$ cat config.mk
export PLATFORM = sky130hd
export DESIGN_NAME = lc3_regfile_server
export DESIGN_NICKNAME = d
export VERILOG_FILES = /design/src/rtl/lc3_pkg.sv /design/src/rtl/lc3_nzp_gen.sv /design/src/rtl/lc3_regfile_server.sv
export SDC_FILE = /design/constraint.sdc
export NUM_CORES = 1
export LEC_CHECK = 0
export ABC_AREA = 1
export BUFFER_PORTS_ARGS = -buffer_cell sky130_fd_sc_hd__buf_4
export CORE_UTILIZATION = 25
export CTS_CLUSTER_DIAMETER = 100
export CTS_CLUSTER_SIZE = 24
export DETAILED_ROUTE_END_ITERATION = 12
export GPL_TIMING_DRIVEN = 0
export HOLD_SLACK_MARGIN = 0.03
export SYNTH_ARGS = -nofsm -noshare
export SYNTH_HDL_FRONTEND = slang
export SYNTH_SLANG_ARGS = --single-unit
$ cat constraint.sdc
create_clock -name clock -period 5.3 [get_ports clock]
set_input_delay 0.795 -clock clock [delete_from_list [all_inputs] [get_ports clock]]
set_output_delay 0.795 -clock clock [all_outputs]
set_load 0.1 [all_outputs]
$ cat src/rtl/lc3_pkg.sv
// Shared LC3 register-file types and constants.
// Data width, address width, NZP flags, responder state.
package lc3_pkg;

  localparam int DATA_W     = 16;
  localparam int REG_ADDR_W = 3;

  typedef struct packed {
    logic n;
    logic z;
    logic p;
  } nzp_t;

  localparam nzp_t NZP_RESET = 3'b010;

  typedef enum logic {
    IDLE = 1'b0,
    WAIT = 1'b1
  } rf_state_t;

endpackage

$ cat src/rtl/lc3_nzp_gen.sv
// Condition-code generator: value -> {N,Z,P}.
// Ports: i_data (DATA_W) in, o_nzp (nzp_t) out.
module lc3_nzp_gen
  import lc3_pkg::*;
#(
  parameter int W = DATA_W
) (
  input  logic [W-1:0] i_data,
  output nzp_t         o_nzp
);

  always_comb begin
    o_nzp = 3'b001;
    unique case (1'b1)
      i_data[W-1]:      o_nzp = 3'b100;
      (i_data == '0):   o_nzp = 3'b010;
      default:          o_nzp = 3'b001;
    endcase
  end

endmodule

$ cat src/rtl/lc3_regfile_server.sv
// LC3 register file with read-request responder and NZP codes.
// Ports: clock/reset, Data_req/addr/dout/complete_data, wb_*, psr_nzp.
module lc3_regfile_server #(
  parameter  int DATA_W   = 16,
  parameter  int NUM_REGS = 8,
  parameter  int READ_LAT = 1,
  localparam int AW       = $clog2(NUM_REGS)
) (
  input  logic              clock,
  input  logic              reset,
  input  logic              Data_req,
  input  logic [AW-1:0]     Data_addr,
  output logic              req_ready,
  output logic [DATA_W-1:0] Data_dout,
  output logic              complete_data,
  input  logic              wb_en,
  input  logic [AW-1:0]     wb_addr,
  input  logic [DATA_W-1:0] wb_data,
  output logic [2:0]        psr_nzp
);

  import lc3_pkg::*;

  localparam logic [3:0] LAT_M1 = 4'(READ_LAT - 1);

  logic [DATA_W-1:0] r_regs [NUM_REGS];
  rf_state_t         r_state;
  logic [3:0]        r_cnt;
  logic [AW-1:0]     r_addr;
  logic [DATA_W-1:0] r_dout;
  logic              r_cpl;
  nzp_t              r_nzp;

  logic              w_cap;
  logic              w_ready;
  logic              w_accept;
  logic [DATA_W-1:0] w_cap_data;
  nzp_t              w_nzp;

  lc3_nzp_gen #(
    .W (DATA_W)
  ) u_nzp (
    .i_data (wb_data),
    .o_nzp  (w_nzp)
  );

  assign w_cap    = (r_state == WAIT) && (r_cnt == 4'd0);
  assign w_ready  = (r_state == IDLE) || w_cap;
  assign w_accept = Data_req && w_ready;

  // A write landing on the capture edge must be seen by the read.
  assign w_cap_data = (wb_en && (wb_addr == r_addr))
                    ? wb_data : r_regs[r_addr];

  always_ff @(posedge clock) begin
    if (!reset) begin
      for (int i = 0; i < NUM_REGS; i++) begin
        r_regs[i] <= '0;
      end
      r_state <= IDLE;
      r_cnt   <= '0;
      r_addr  <= '0;
      r_dout  <= '0;
      r_cpl   <= 1'b0;
      r_nzp   <= NZP_RESET;
    end else begin
      if (wb_en) begin
        r_regs[wb_addr] <= wb_data;
        r_nzp           <= w_nzp;
      end
      r_cpl <= 1'b0;
      if (w_cap) begin
        r_dout <= w_cap_data;
        r_cpl  <= 1'b1;
      end
      if (w_accept) begin
        r_addr  <= Data_addr;
        r_cnt   <= LAT_M1;
        r_state <= WAIT;
      end else if (w_cap) begin
        r_state <= IDLE;
      end else if (r_state == WAIT) begin
        r_cnt <= r_cnt - 4'd1;
      end
    end
  end

  assign req_ready     = w_ready;
  assign Data_dout     = r_dout;
  assign complete_data = r_cpl;
  assign psr_nzp       = r_nzp;

endmodule
# Word-level counts from Yosys, hierarchy flattened
# Memories as Yosys holds them, arrays and structs flattened. A register that Yosys moved wholly into a read port is not among the register bits.
# Cells that the tools add are included.
[word_totals] reg_bits=12 ramBits=128 inputBits=26 wordCells=33 n_memories=1
[op_classes] addsub=1 n_mux=11 n_bitwise=3 n_reduce_logical=10
[memory_table] memory="r_regs" depth=8 word_bits=16 read_ports=1 rd_ports_with_merged_regs=1 wr=8 line_no="lc3_regfile_server.sv:26" rtl="logic [DATA_W-1:0] r_regs [NUM_REGS];"
[op_table] op="$logic_not 16->1" n=1
[op_table] op="$mux 16" n=1
[op_table] op="$reduce_or 16->1" n=1
[op_table] op="$mux 1" n=8
[op_table] op="$pmux 3 s2" n=1
[op_table] op="$logic_not 4->1" n=1
[op_table] op="$sub 4x1->4 const B" n=1
[op_table] op="$mux 3" n=1
[op_table] op="$not 1->1" n=3
[op_table] op="$logic_and 1x1->1" n=2
[op_table] op="$reduce_and 2->1" n=1
[op_table] op="$reduce_bool 2->1" n=1
[op_table] op="$reduce_or 2->1" n=1
[op_table] op="$logic_not 1->1" n=1
[op_table] op="$logic_or 1x1->1" n=1

# Longest topological paths before layout
# Gate-level depths: netlist of the first run.
[depth] depth_word=5 mapped_depth=10

# Modules after synthesis
# A second synthesis of the first run with hierarchy kept.
[hier_totals] cells_unflattened=772 hier_area_um2=7009.2
[modules_own_cells] module="lc3_regfile_server" n_inst=1 cells_per_inst=755 area_per_inst_um2=6941.7 seq_area_each_um2=4404.2
[modules_own_cells] module="lc3_nzp_gen" n_inst=1 cells_per_inst=17 area_per_inst_um2=67.6 seq_area_each_um2=0.0

# Worst setup path before layout of the first run
# OpenSTA, ideal clock, no wires.
[synth_timing] path_type="input -> register" startpoint="input reset" endpoint="memory r_regs[1][0] (enable)" setup_time_ns=0.372 arrival_time_ns=1.982 required_ns=4.928 setup_slack_ns=2.946 path_stages=6 n_path_buf=2 cell_sequence="buf_4 -> nand2_2 -> nor2_1 -> nand2_2 -> buf_2 -> nand2_1"
[synth_rtl] element="from (decl)" line_no="lc3_regfile_server.sv:10" rtl="input logic reset,"
[synth_rtl] element="to (decl)" line_no="lc3_regfile_server.sv:26"

==> metrics.txt, run 1 <==
Routed Antenna Nets=0; P_leak=0.00327 uW; Worst setup EP type=flip-flop; vias in the first global route=5124; TritonCTS clock tree=built; antenna violations before repair=0; Slowest-stage cell, CP=nand2_1; Hold-fix buffers, CTS=0; PortBufs=45; Clock Tree Root=clkbuf_16; Max-slew headroom=47.8%; post-layout minimum cycle time=2.53 ns; Die H=169 um; Reg clk slew, reported paths=0.06 ns; first-pass GRT wire length=29.2 mm; Mapped Area=6960 um2; synthesis warning total=0; critical path cell sequence=buf_4 -> nand2_2 -> nor2_1 -> nand2_2 -> buf_2 -> nand2_1; Worst R2R Setup Slack=3.40 ns; max-slew violation count=0; Clock Skews=0.00936 ns; Power per Cell Area=363 nW/um2; n_diodes=0; Setup CP Type=input port to flip-flop; core area=27100 um2; hpwl dp=13.5 mm; final wirelength=19.3 mm; f_max=396 MHz; min-delay worst type=flip-flop to flip-flop; all-layer global routing usage=14.0%; die span in x=169 um; worst slack, placed=2.32 ns; fin worst setup slack=2.77 ns; GRT overflow=0; element type at the critical path start=input port; Critical path buffers and inverters=2; largest net degree at the start of global routing=17; CTS Buffer Depth=2; CTS H-Tree Depth=4; CTS resizes=0; final RePlAce weighted congestion=0.810; worst slew pin tran=0.780 ns; crit-path leading delay family=simple AND/OR/NAND/NOR gates; Max Fanout on Critical Path=16; Cell variety after synth=29; Layout area overhead=20.1%; Top FF cell, synth=edfxtp_1; drt first pass iters=5; Row Count=60; CP most frequent cell=nand2_2; Vias=5447; Final Hold Viols=0; top post-synthesis cells by area=edfxtp_1 55%, nor2_1 12%, dfxtp_1 8.1%; post-synth top area share=55.2%; DRC=0; most frequent cell after synthesis=nor2_1; setup TNS=0 ns; maximum vdd drop=0.218 mV; post-synthesis sequential area ratio=63.3%; CP arrival=2.58 ns; clk_lat worst skew=0.43 ns; syn_area_per_cell=9.34 um2; Max-Cap Viols=0; num ports=47; Initial Utilization=25.7%; endpoints failing setup=0; # clock sinks=156; die footprint=28500 um2; Post-synth EDFFs=128; vias per cell=4.56; WL/cell=16.2 um; top post-synthesis cells by count=225 x nor2_1, 128 x edfxtp_1, 83 x nand2_1, 76 x nand3_1, 67 x o21ai_0; part of the cycle the worst path needs=47.7%; #FFs+latches synth=156; status=completed; Initial DRC Count=464; nets=836; syn nets=772; cts bufs inserted=17; CP required=5.36 ns; buffer count from post-CTS setup fixing=0; crit-path max cell delay=0.60 ns; fraction of registers with async set or reset after synthesis=0%; Syn Inst Count=745; share of layout cells above drive strength 1=13.7%; RSZ-0062 raised after global routing=false; cell taking the most area after synthesis=edfxtp_1
-- flip-flops by register name, summed over array words and instances, names as in the netlist --
signal / cells
r_regs: 128
Data_dout: 16
r_cnt: 4
psr_nzp: 3
r_addr: 3
complete_data: 1
r_state: 1
-- layer usage --
metal	part of all wire (%)	track usage (%)	wire, um
met3	6.9	3.11	1340
met1	43	18.2	8380
met2	48	22.9	9260
met4	1.8	4.98	354
met5	0	0	0
-- final cells by class --
cell class | count | area [um2]
Buffer | 39 | 181
Clock buffer | 19 | 443
Clock inverter | 13 | 153
Fill cell | 2816 | 18700
Inverter | 50 | 190
Multi-Input combinational cell | 500 | 2180
Sequential cell | 156 | 4400
Tap cell | 372 | 465
Timing Repair Buffer | 45 | 338
-- worst register-to-register path, cell delays in order (launching register included) --
cell and delay (ns):
dfxtp_1 0.31, inv_1 0.07, ha_1 0.18, nand3_1 0.12, nor2_2 0.37, clkbuf_1 0.44
o21ai_0 0.18, inv_1 0.08, a21oi_1 0.06
-- worst paths after layout --
path	from	end	cells past startpoint
worst max-delay path	reset	r_regs[5][15]	6
worst min-delay path	Data_dout[2]	Data_dout[2]	2
worst max register to register	r_cnt[1]	Data_dout[3]	8
worst min register to register	Data_dout[2]	Data_dout[2]	2
-- power by group --
part	internal, uW	leakage, uW	switching, uW	total (uW)
Clock	719	0.000288	525	1240
Sequential	1400	0.00146	22.3	1420
Combinational	89.7	0.00152	280	370
Total	2210	0.00327	827	3040
-- kinds of logic (layout without fill, tap and decap cells) --
family | count (synthesis) | in the layout | synth area share (%)
DFF | 156 | 156 | 63.3
adders and majority gates | 1 | 1 | 0.180
xor gates and xnor gates | 1 | 1 | 0.126
and+or+nand+nor | 402 | 402 | 24.0
buffers and inverters | 89 | 166 | 5.34
AOI/OAI and AO/OA | 96 | 96 | 7.12
-- through the flow --
stage	hold slack, ns	area, um2	total power, uW	instances	utilization [%]
after floorplan	0.445	6960	1690	745	-
after global placement	0.453	7760	1810	1162	28.6
after detailed placement	0.468	7760	1820	1162	28.6
after CTS	0.478	8360	3050	1194	30.8
after global routing	0.484	8360	3140	1194	30.8
final	0.474	8360	3040	1194	30.8
-- cell usage in the layout (no fill, tap or decap), types with 17 or more instances in the layout --
cell type	count
nand3_1	76
nand2_1	83
nor2_1	225
o21ai_0	67
edfxtp_1	128
clkbuf_16	17
clkbuf_1	20
a21oi_1	22
dfxtp_1	28
buf_4	47
inv_1	31
Power figures use the tool's default switching activity.
==> inputs of run 2 (changes only) <==
--- a/config.mk
+++ b/config.mk
@@ -5,7 +5,7 @@
 export SDC_FILE = /design/constraint.sdc
 export NUM_CORES = 1
 export LEC_CHECK = 0
-export ABC_AREA = 1
+export ABC_AREA = 0
 export BUFFER_PORTS_ARGS = -buffer_cell sky130_fd_sc_hd__buf_4
 export CORE_UTILIZATION = 25
 export CTS_CLUSTER_DIAMETER = 100
==> constraint.sdc (replaced) <==
create_clock -name clock -period 2.6 [get_ports clock]
set_input_delay 0.39 -clock clock [delete_from_list [all_inputs] [get_ports clock]]
set_output_delay 0.39 -clock clock [all_outputs]
set_load 0.1 [all_outputs]
==> run 2 against run 1 <==
Against the previous run:
- via count shrank 25%
- area after synthesis decreased by 0.23%
- final area is 1.2% higher
- largest power group unchanged
- synthesized cell count fell by 37%
- highest routed layer unchanged
- combinational power increased by 76%
- critical path type is now flip-flop to output port
==> metrics.txt, run 2 <==
largest net degree at the start of global routing=17 (unchanged); clk_lat worst skew=0.43 ns (about the same); worst slew pin tran=0.978 ns (was 0.780 ns); cell taking the most area after synthesis=edfxtp_1 (unchanged); Setup CP Type=flip-flop to output port (was input port to flip-flop); Fill cells=2715 (was 2816); Initial DRC Count=393 (was 464); #FFs+latches synth=156 (unchanged); register share of total power=47.8% (was 46.9%); post-layout minimum cycle time=2.42 ns; fraction of registers with async set or reset after synthesis=0% (unchanged); largest family of logic cells by synthesized area=simple AND/OR/NAND/NOR gates (unchanged); all-layer global routing usage=12.9% (was 14.0%); Crit path depth=5 (was 6); final RePlAce weighted congestion=0.760 (was 0.810); Compound-Gate Fraction of Synth Area=4.31% (was 7.12%); Final Hold Viols=0 (unchanged); GRT overflow=0 (unchanged); min-delay src=wb_en (was Data_dout[2]); worst reg2reg path depth=6 (was 8); DRC=0 (unchanged); hpwl dp=11.9 mm (was 13.5 mm); multi-input logic area=2400 um2 (was 2180 um2); most common cell after layout, fill and taps aside=and2_1 (was nor2_1); Worst setup EP type=output port (was flip-flop); status=completed (unchanged); Die H=169 um (about the same); critical path cell sequence=inv_1 -> ha_1 -> or3b_1 -> nand2_1 -> buf_4 (was buf_4 -> nand2_2 -> nor2_1 -> nand2_2 -> buf_2 -> nand2_1); crit path to=req_ready (was r_regs[5][15]); syn_area_per_cell=14.7 um2 (was 9.34 um2); Clock Skews=0.00665 ns (was 0.00936 ns); element type at the critical path start=flip-flop (was input port); P_sw=1480 uW (was 827 uW); setup TNS=0 ns (unchanged); Worst R2R Setup Slack=0.34 ns (was 3.40 ns); sequential cell area=4400 um2 (unchanged); Routed Antenna Nets=0 (unchanged); PortBufs=46 (was 45); n_diodes=0 (unchanged); antenna violations before repair=0 (unchanged); Hold-fix buffers, CTS=0 (unchanged); die span in x=169 um (about the same); syn nets=498 (was 772); Row Count=60 (unchanged); Placed Cells=894 (was 1162); fin worst setup slack=0.177 ns (was 2.77 ns); Clock Power Share=41.4% (was 41.0%); RR Startpoint=r_addr[1] (was r_cnt[1]); CP arrival=2.03 ns (was 2.58 ns); Int Power=4590 uW (was 2210 uW); Top FF cell, synth=edfxtp_1 (unchanged); Post-synth EDFFs=128 (unchanged); RSZ-0062 raised after global routing=false (unchanged); drt first pass iters=5 (unchanged); share of layout cells above drive strength 1=23.5% (was 13.7%); cts bufs inserted=17 (unchanged); # clock sinks=156 (unchanged); min-delay worst type=input port to flip-flop (was flip-flop to flip-flop); synthesis warning total=0 (unchanged); commonest non-fill, non-tap cells in the layout=130 x and2_1, 128 x edfxtp_1, 50 x buf_4 (was 225 x nor2_1, 128 x edfxtp_1, 83 x nand2_1); Layout area overhead=21.8% (was 20.1%); WL/cell=18.8 um (was 16.2 um); most frequent cell after synthesis=and2_1 (was nor2_1); Most flops, register=r_regs (unchanged); adder-cell area share of the yosys netlist=0.180% (about the same); proportion of synthesized area in mux cells=12.8% (was 0%); post-synthesis simple-gate area fraction=16.6% (was 24.0%); met2 wire len=8.53 mm (was 9.26 mm); TritonCTS clock tree=built (unchanged); CTS H-Tree Depth=4 (unchanged); endpoints failing setup=0 (unchanged); Max Fanout on Critical Path=6 (was 16); CTS resizes=0 (unchanged); Comb power frac=10.7% (was 12.2%); Reg clk slew, reported paths=0.06 ns (about the same); part of the cycle the worst path needs=93.2%; met3 routed WL=697 um (was 1.34 mm); met1 wire length=7.79 mm (was 8.38 mm); vias in the first global route=4192 (was 5124); Max-Cap Viols=0 (unchanged); Syn Inst Count=471 (was 745); crit-path leading delay family=simple AND/OR/NAND/NOR gates (unchanged); top post-synthesis cells by count=130 x and2_1, 128 x edfxtp_1, 32 x mux4_2, 28 x dfxtp_1, 19 x nor3_1 (was 225 x nor2_1, 128 x edfxtp_1, 83 x nand2_1, 76 x nand3_1, 67 x o21ai_0); nets=568 (was 836); Power per Cell Area=718 nW/um2 (was 363 nW/um2); worst r2r dst=Data_dout[12] (was Data_dout[3]); buffer count from post-CTS setup fixing=0 (unchanged); CP required=2.21 ns (was 5.36 ns); Mapped Area=6940 um2 (was 6960 um2); vias per cell=4.40 (was 4.56); CTS Buffer Depth=2 (unchanged); worst hold path depth=2 (unchanged); crit path from=r_cnt[0] (was reset); Clock Tree Root=clkbuf_16 (unchanged); num ports=47 (unchanged); Max-slew headroom=34.8% (was 47.8%); max-slew violation count=0 (unchanged); first-pass GRT wire length=26.2 mm (was 29.2 mm); maximum vdd drop=0.412 mV (was 0.218 mV); final wirelength=17.4 mm (was 19.3 mm); Slowest-stage cell, CP=or3b_1 (was nand2_1); die footprint=28400 um2 (was 28500 um2); top sig layer=met4 (unchanged); Initial Utilization=25.6% (was 25.7%); worst slack, placed=-0.188 ns (was 2.32 ns); post-synthesis xor/xnor area fraction=0.378% (was 0.126%); top post-synthesis cells by area=edfxtp_1 55%, and2_1 12%, mux4_2 10% (was edfxtp_1 55%, nor2_1 12%, dfxtp_1 8.1%); post-synth top area share=55.4% (was 55.2%); Switching Share=24.4% (was 27.2%); P_leak=0.00293 uW (was 0.00327 uW); post-synthesis sequential area ratio=63.4% (was 63.3%); Non-Filler Instances=926 (was 1194); Cell variety after synth=41 (was 29); core area=27100 um2 (unchanged); crit-path max cell delay=0.46 ns (was 0.60 ns); max FFs per register=128 (unchanged); f_max=413 MHz; Vias=4077 (was 5447); Critical path buffers and inverters=2 (unchanged)
## run 2: logic make-up (layout without fill, tap and decap cells)
family,count (synthesis),in the layout
DFF,156,156
AOI/OAI and AO/OA,37,37
muxes,49,49
and+or+nand+nor,192,192
xor gates and xnor gates,3,3
adders and majority gates,1,1
buffers and inverters,33,116
## run 2: metal layers
layer | global-route usage, % | up-vias
li1 | - | 1920
met1 | 16.3 | 2027
met2 | 21.4 | 107
met3 | 2.53 | 23
met4 | 5.93 | 0
met5 | 0 | -
## run 2: how the worst min path moves through the flow
stage                             to  slack (ns)
after global placement    psr_nzp[1]        0.44
after CTS                 psr_nzp[0]        0.21
after floorplan             r_cnt[0]        0.44
final                     psr_nzp[0]        0.23
after global routing      psr_nzp[0]        0.24
after detailed placement  psr_nzp[1]        0.45
## run 2: through the flow
step                      instance area, um2  total power [uW]  utilization, %  hold slack (ns)
final                                   8460              6070            31.2            0.231
after global routing                    8460              6250            31.2            0.240
after CTS                               8460              6110            31.2            0.213
after detailed placement                7850              3620            29.0            0.452
after global placement                  7750              3590            28.6            0.445
after floorplan                         6940              3370               -            0.441
## run 2: final cells by class
type                       count  area share (%)
inverter                       5           0.222
multi-input combinational    282            28.4
buffer                        28            1.64
sequential                   156            52.1
timing repair buffer          51            4.97
tap                          372            5.50
clock inverter                 8           0.917
clock buffer                  24            6.21
## run 2: power by group through the flow
stage,combinational [uW],clock (uW),sequential [uW]
after floorplan,265,0,3100
after global placement,634,0,2960
after detailed placement,658,0,2960
after CTS,660,2550,2910
after global routing,687,2650,2920
final,651,2520,2900
## run 2: worst register-to-register path: stages (launching register included)
cell,delay (ns)
dfxtp_1,0.32
clkbuf_2,0.25
buf_1,0.63
mux4_2,0.43
mux2i_1,0.14
nor3_1,0.08
a221o_1,0.30
